**src/rtl/piso_tx.sv**
```systemverilog
// piso_tx: parallel-in, serial-out transmitter.
// Words go out MSB first at one bit per cycle. A one-word hold register
// lets the next word queue up while the current one shifts, so a
// continuously valid source streams with no idle gap between words.
module piso_tx #(
  parameter int WIDTH = 4
) (
  input  logic             clk,
  input  logic             reset,
  input  logic [WIDTH-1:0] data_in,
  input  logic             data_valid,
  output logic             data_ready,
  output logic             serial_out,
  output logic             frame_start,
  output logic             done,
  output logic             busy
);

  localparam int CW = (WIDTH > 2) ? $clog2(WIDTH) : 1;
  localparam logic [CW-1:0] LAST_BIT = CW'(WIDTH - 1);

  typedef enum logic {
    IDLE  = 1'b0,
    SHIFT = 1'b1
  } state_t;

  state_t           r_state;
  logic [WIDTH-1:0] r_shift;
  logic [CW-1:0]    r_cnt;
  logic [WIDTH-1:0] r_hold;
  logic             r_holdValid;

  logic w_accept;
  logic w_lastBit;

  // Handshake completes when the source offers a word and the hold slot is free
  always_comb begin
    w_accept  = data_valid && !r_holdValid;
    w_lastBit = (r_cnt == LAST_BIT);
  end

  // Transmit state machine: loads the shifter, queues a word in the hold
  // register mid-frame, and chains frames back to back at the LSB boundary
  always_ff @(posedge clk or negedge reset) begin
    if (!reset) begin
      r_state     <= IDLE;
      r_shift     <= '0;
      r_cnt       <= '0;
      r_hold      <= '0;
      r_holdValid <= 1'b0;
    end else begin
      case (r_state)
        IDLE: begin
          if (w_accept) begin
            r_shift <= data_in;
            r_cnt   <= '0;
            r_state <= SHIFT;
          end
        end
        SHIFT: begin
          if (!w_lastBit) begin
            r_shift <= {r_shift[WIDTH-2:0], 1'b0};
            r_cnt   <= r_cnt + CW'(1);
            if (w_accept) begin
              r_hold      <= data_in;
              r_holdValid <= 1'b1;
            end
          end else if (r_holdValid) begin
            r_shift     <= r_hold;
            r_holdValid <= 1'b0;
            r_cnt       <= '0;
          end else if (w_accept) begin
            r_shift <= data_in;
            r_cnt   <= '0;
          end else begin
            r_shift <= '0;
            r_cnt   <= '0;
            r_state <= IDLE;
          end
        end
        default: begin
          r_state <= IDLE;
          r_shift <= '0;
          r_cnt   <= '0;
        end
      endcase
    end
  end

  // Outputs are pure decodes of registered state; the shifter is zero in IDLE
  always_comb begin
    data_ready  = !r_holdValid;
    serial_out  = r_shift[WIDTH-1];
    busy        = (r_state == SHIFT);
    frame_start = (r_state == SHIFT) && (r_cnt == '0);
    done        = (r_state == SHIFT) && w_lastBit;
  end

endmodule
```
**config.mk**
```make
export PLATFORM = sky130hd
export DESIGN_NAME = piso_tx
export DESIGN_NICKNAME = d
export VERILOG_FILES = /design/src/rtl/piso_tx.sv
export SDC_FILE = /design/constraint.sdc
export NUM_CORES = 1
export LEC_CHECK = 0
export CORE_MARGIN = 8
export CORE_UTILIZATION = 49
export CTS_CLUSTER_DIAMETER = 50
export DETAILED_ROUTE_END_ITERATION = 6
export PLACE_DENSITY_LB_ADDON = 0.3
export SLEW_MARGIN = 20
export SYNTH_ARGS = -nofsm -noshare
export SYNTH_HDL_FRONTEND = slang
export SYNTH_SLANG_ARGS = --single-unit
```
**constraint.sdc**
```tcl
create_clock -name clk -period 2.1 [get_ports clk]
set_clock_uncertainty 0.15 [all_clocks]
set_input_delay 0.63 -clock clk [delete_from_list [all_inputs] [get_ports clk]]
set_output_delay 0.63 -clock clk [all_outputs]
set_load 0.02 [all_outputs]
```
==> out/qor.yml <==
global_routing:
  track_usage_pct: 11.04
  grt_pass1_wl_um: 2270
  antenna_found_initial: 0
  grt_pass1_vias: 516
  grt_use_met2_pct: 17.98
  grt_max_degree: 14
  grt_use_met3_pct: 3.409
  top_usage_layer: "met2"
  overflow: 0
  use_met1_pct: 12.79
logic_synthesis:
  ys_seq_area_share_pct: 45.54
  synth_top_area_share_pct: 45.54
  synthesis.area_sq_um: 659.4
  synthFlopType: "dfrtp_1"
  synth_warnings: 0
  synthTopCellsByArea: "dfrtp_1 46%, mux2_4 9.1%, mux2i_1 6.1%"
  yosys-top-cells-count: "12 x dfrtp_1, 5 x o21ai_0"
  avgSynthCellArea_sq_um: 11.18
  synth.most_common_cell: "dfrtp_1"
  synth_edf_count: 0
  yosysTopAreaCell: "dfrtp_1"
  synth_cells: 59
  syn-num-nets: 68
  synth.distinct_cells: 21
  synth-seq-cells: 12
  async_flop_share_pct: 100.0
placement:
  hpwl_um: 1010
  gp_congestion: 0.7222
  numPortBuffers: 11
  placed_area_sq_um: 807.0
pwr:
  ir_drop_mv: 1.064
  leakage_nw: 0.4074
  swShare_pct: 38.47
  pwr-share-seq_pct: 31.7
  power_frac_comb_pct: 53.7
  p_clk_share_pct: 14.7
  power_w: 0.001265
  p_sw_w: 0.0004865
  powerDensity_nw_per_um2: 1504
  intPower_w: 0.0007781
route:
  dr.first_iter.drc_count: 9
  wl_per_cell_um: 14.91
  wl_um: 1357
  route.detailed.drc: 0
  via_per_inst: 5.484
  first_pass_iters: 4
  antenna_left: 0
  vias: 499
timing:
  finalSetupTns_ns: 0
  hold_viol: 0
  max_slew_margin_pct: 62.18
  drv_slew: 0
  fin_crit_ns: 2.060
  rsz0062_at_grt: "no"
  worst_slew_pin_slew_ns: 0.5655
  fmax_mhz: 485.4
  final-setup-viol-count: 0
  period_share_pct: 98.10
clock_tree:
  cts.sinks: 12
  cts_root_buf: "clkbuf_4"
  worstSkewPairLatency_ns: 0.27
  cts_buffers: 3
  cts_tree: "done"
  path_clk_slew_ns: 0.08
  clockBufferDepth: 2
  postCtsSetupRepairBufs: 0
  htreeDepth: 1
cells_and_area:
  layout-drive-gt1-share_pct: 26.32
  post-route-util_pct: 65.43
  nNetsFinal: 86
  fill_cells: 102
  syn2layout_area_growth_pct: 27.51
  antenna_cells: 0
  final_area_sq_um: 840.8
floorplanning:
  die_h_um: 52.69
  fp.dieW_um: 52.69
  die-area_sq_um: 2776
  core.rowCount: 13
  start_util_pct: 51.31
  pin_count: 12
  core_region_area_sq_um: 1285
min_path:
  hp-start: "r_hold[1]"
  min_path_cells: 1
  hp-class: "reg2reg"
  hold_path_end: "r_hold[1]"
worst_setup_path:
  r2r_cells: 5
  cp-startpoint: "r_cnt[0]"
  cp.arrival_ns: 1.28
  path_class: "reg2out"
  critPathMaxFanout: 3
  endpoint_kind: "output port"
  cp.required_ns: 1.32
  regToRegSetupSlack_ns: 0.35
  r2r-start: "r_cnt[0]"
  timing.rr.end: "r_hold[0]"
  start_kind: "register"
status:
  status: "completed"
run:
  maxCapViolCount: 0
[power groups by stage]
stage | Combinational (W) | Sequential, W | Clock [W]
detailed placement | 0.000708 | 0.000406 | 0
finish | 0.000679 | 0.000400 | 0.000186
floorplan | 0.000443 | 0.000423 | 0
global placement | 0.000684 | 0.000400 | 0
CTS | 0.000698 | 0.000402 | 0.000187
global route | 0.000749 | 0.000414 | 0.000195
[how the worst max path moves through the flow]
stage / to / slack, ns / depth (start not counted)
6_report: frame_start / 0.04 / 4
5_1_grt: frame_start / 0.02 / 4
4_1_cts: done / 0.006 / 3
3_5_place_dp: done / 0.02 / 3
3_3_place_gp: frame_start / 0.03 / 4
2_1_floorplan: frame_start / 0.27 / 2
[layer usage]
layer / part of all wire, % / routed length, um
met3: 5.4 / 73
met2: 48 / 651
met4: 0.44 / 6
met1: 46 / 626
met5: 0 / 0
[cell usage in the layout, fill, tap and decap left out, drive strengths merged]
cell,count
o21ai,5
dfrtp,12
nand2b,2
dlygate4sd2,1
clkdlybuf4s50,7
clkbuf,4
nor2,1
clkdlybuf4s15,1
a32oi,1
ha,2
dlymetal6s2s,1
and2,2
o22ai,2
o211ai,3
mux2i,4
nand2,2
inv,4
mux2,4
buf,6
nand3,3
or3,1
nor2b,4
o31ai,1
and3,3
[area by class of cell]
type | instances | area [sq um] | share of cell area [%]
clock buffer | 4 | 36.28 | 4.315
inverter | 4 | 15.01 | 1.786
multi-input combinational | 40 | 325.3 | 38.69
timing repair buffer | 16 | 145.1 | 17.26
tap | 15 | 18.77 | 2.232
sequential | 12 | 300.3 | 35.71
[registers in the layout, summed over array words and instances, names as in the netlist]
register / flops
busy: 1
r_shift: 4
r_holdValid: 1
r_hold: 4
r_cnt: 2
[critical path: stages, from the launching register on]
cell             delay (ns)
dfrtp_1                0.37
inv_1                  0.06
ha_1                   0.18
and2_1                 0.15
clkdlybuf4s15_2        0.24
[cell families (layout without fill, tap and decap cells)]
family          Yosys count  in the layout  share of synthesized area [%]
simple gates             18             18                          18.79
compound gates           12             12                          11.57
flops                    12             12                          45.54
mux                       8              8                          15.18
buf+inv                   7             24                          5.123
fa+ha+maj                 2              2                          3.794
[timing repair]
action | CTS | global route
hold buffers | 0 | 0
cloned | 0 | 0
endpoints found under the setup margin | 3 | 2
pin swaps | 0 | 0
resized for setup | 7 | 2
[per-stage QoR]
step                hold WS [ns]  instances  setup slack (ns)
finish                    0.3608         91           0.03998
global route              0.3810         91           0.02042
CTS                       0.3655         91          0.005714
detailed placement        0.3394         87           0.02162
global placement          0.3395         87           0.03197
floorplan                 0.1844         59            0.2728
No activity file was read; power rests on OpenSTA's default activity.
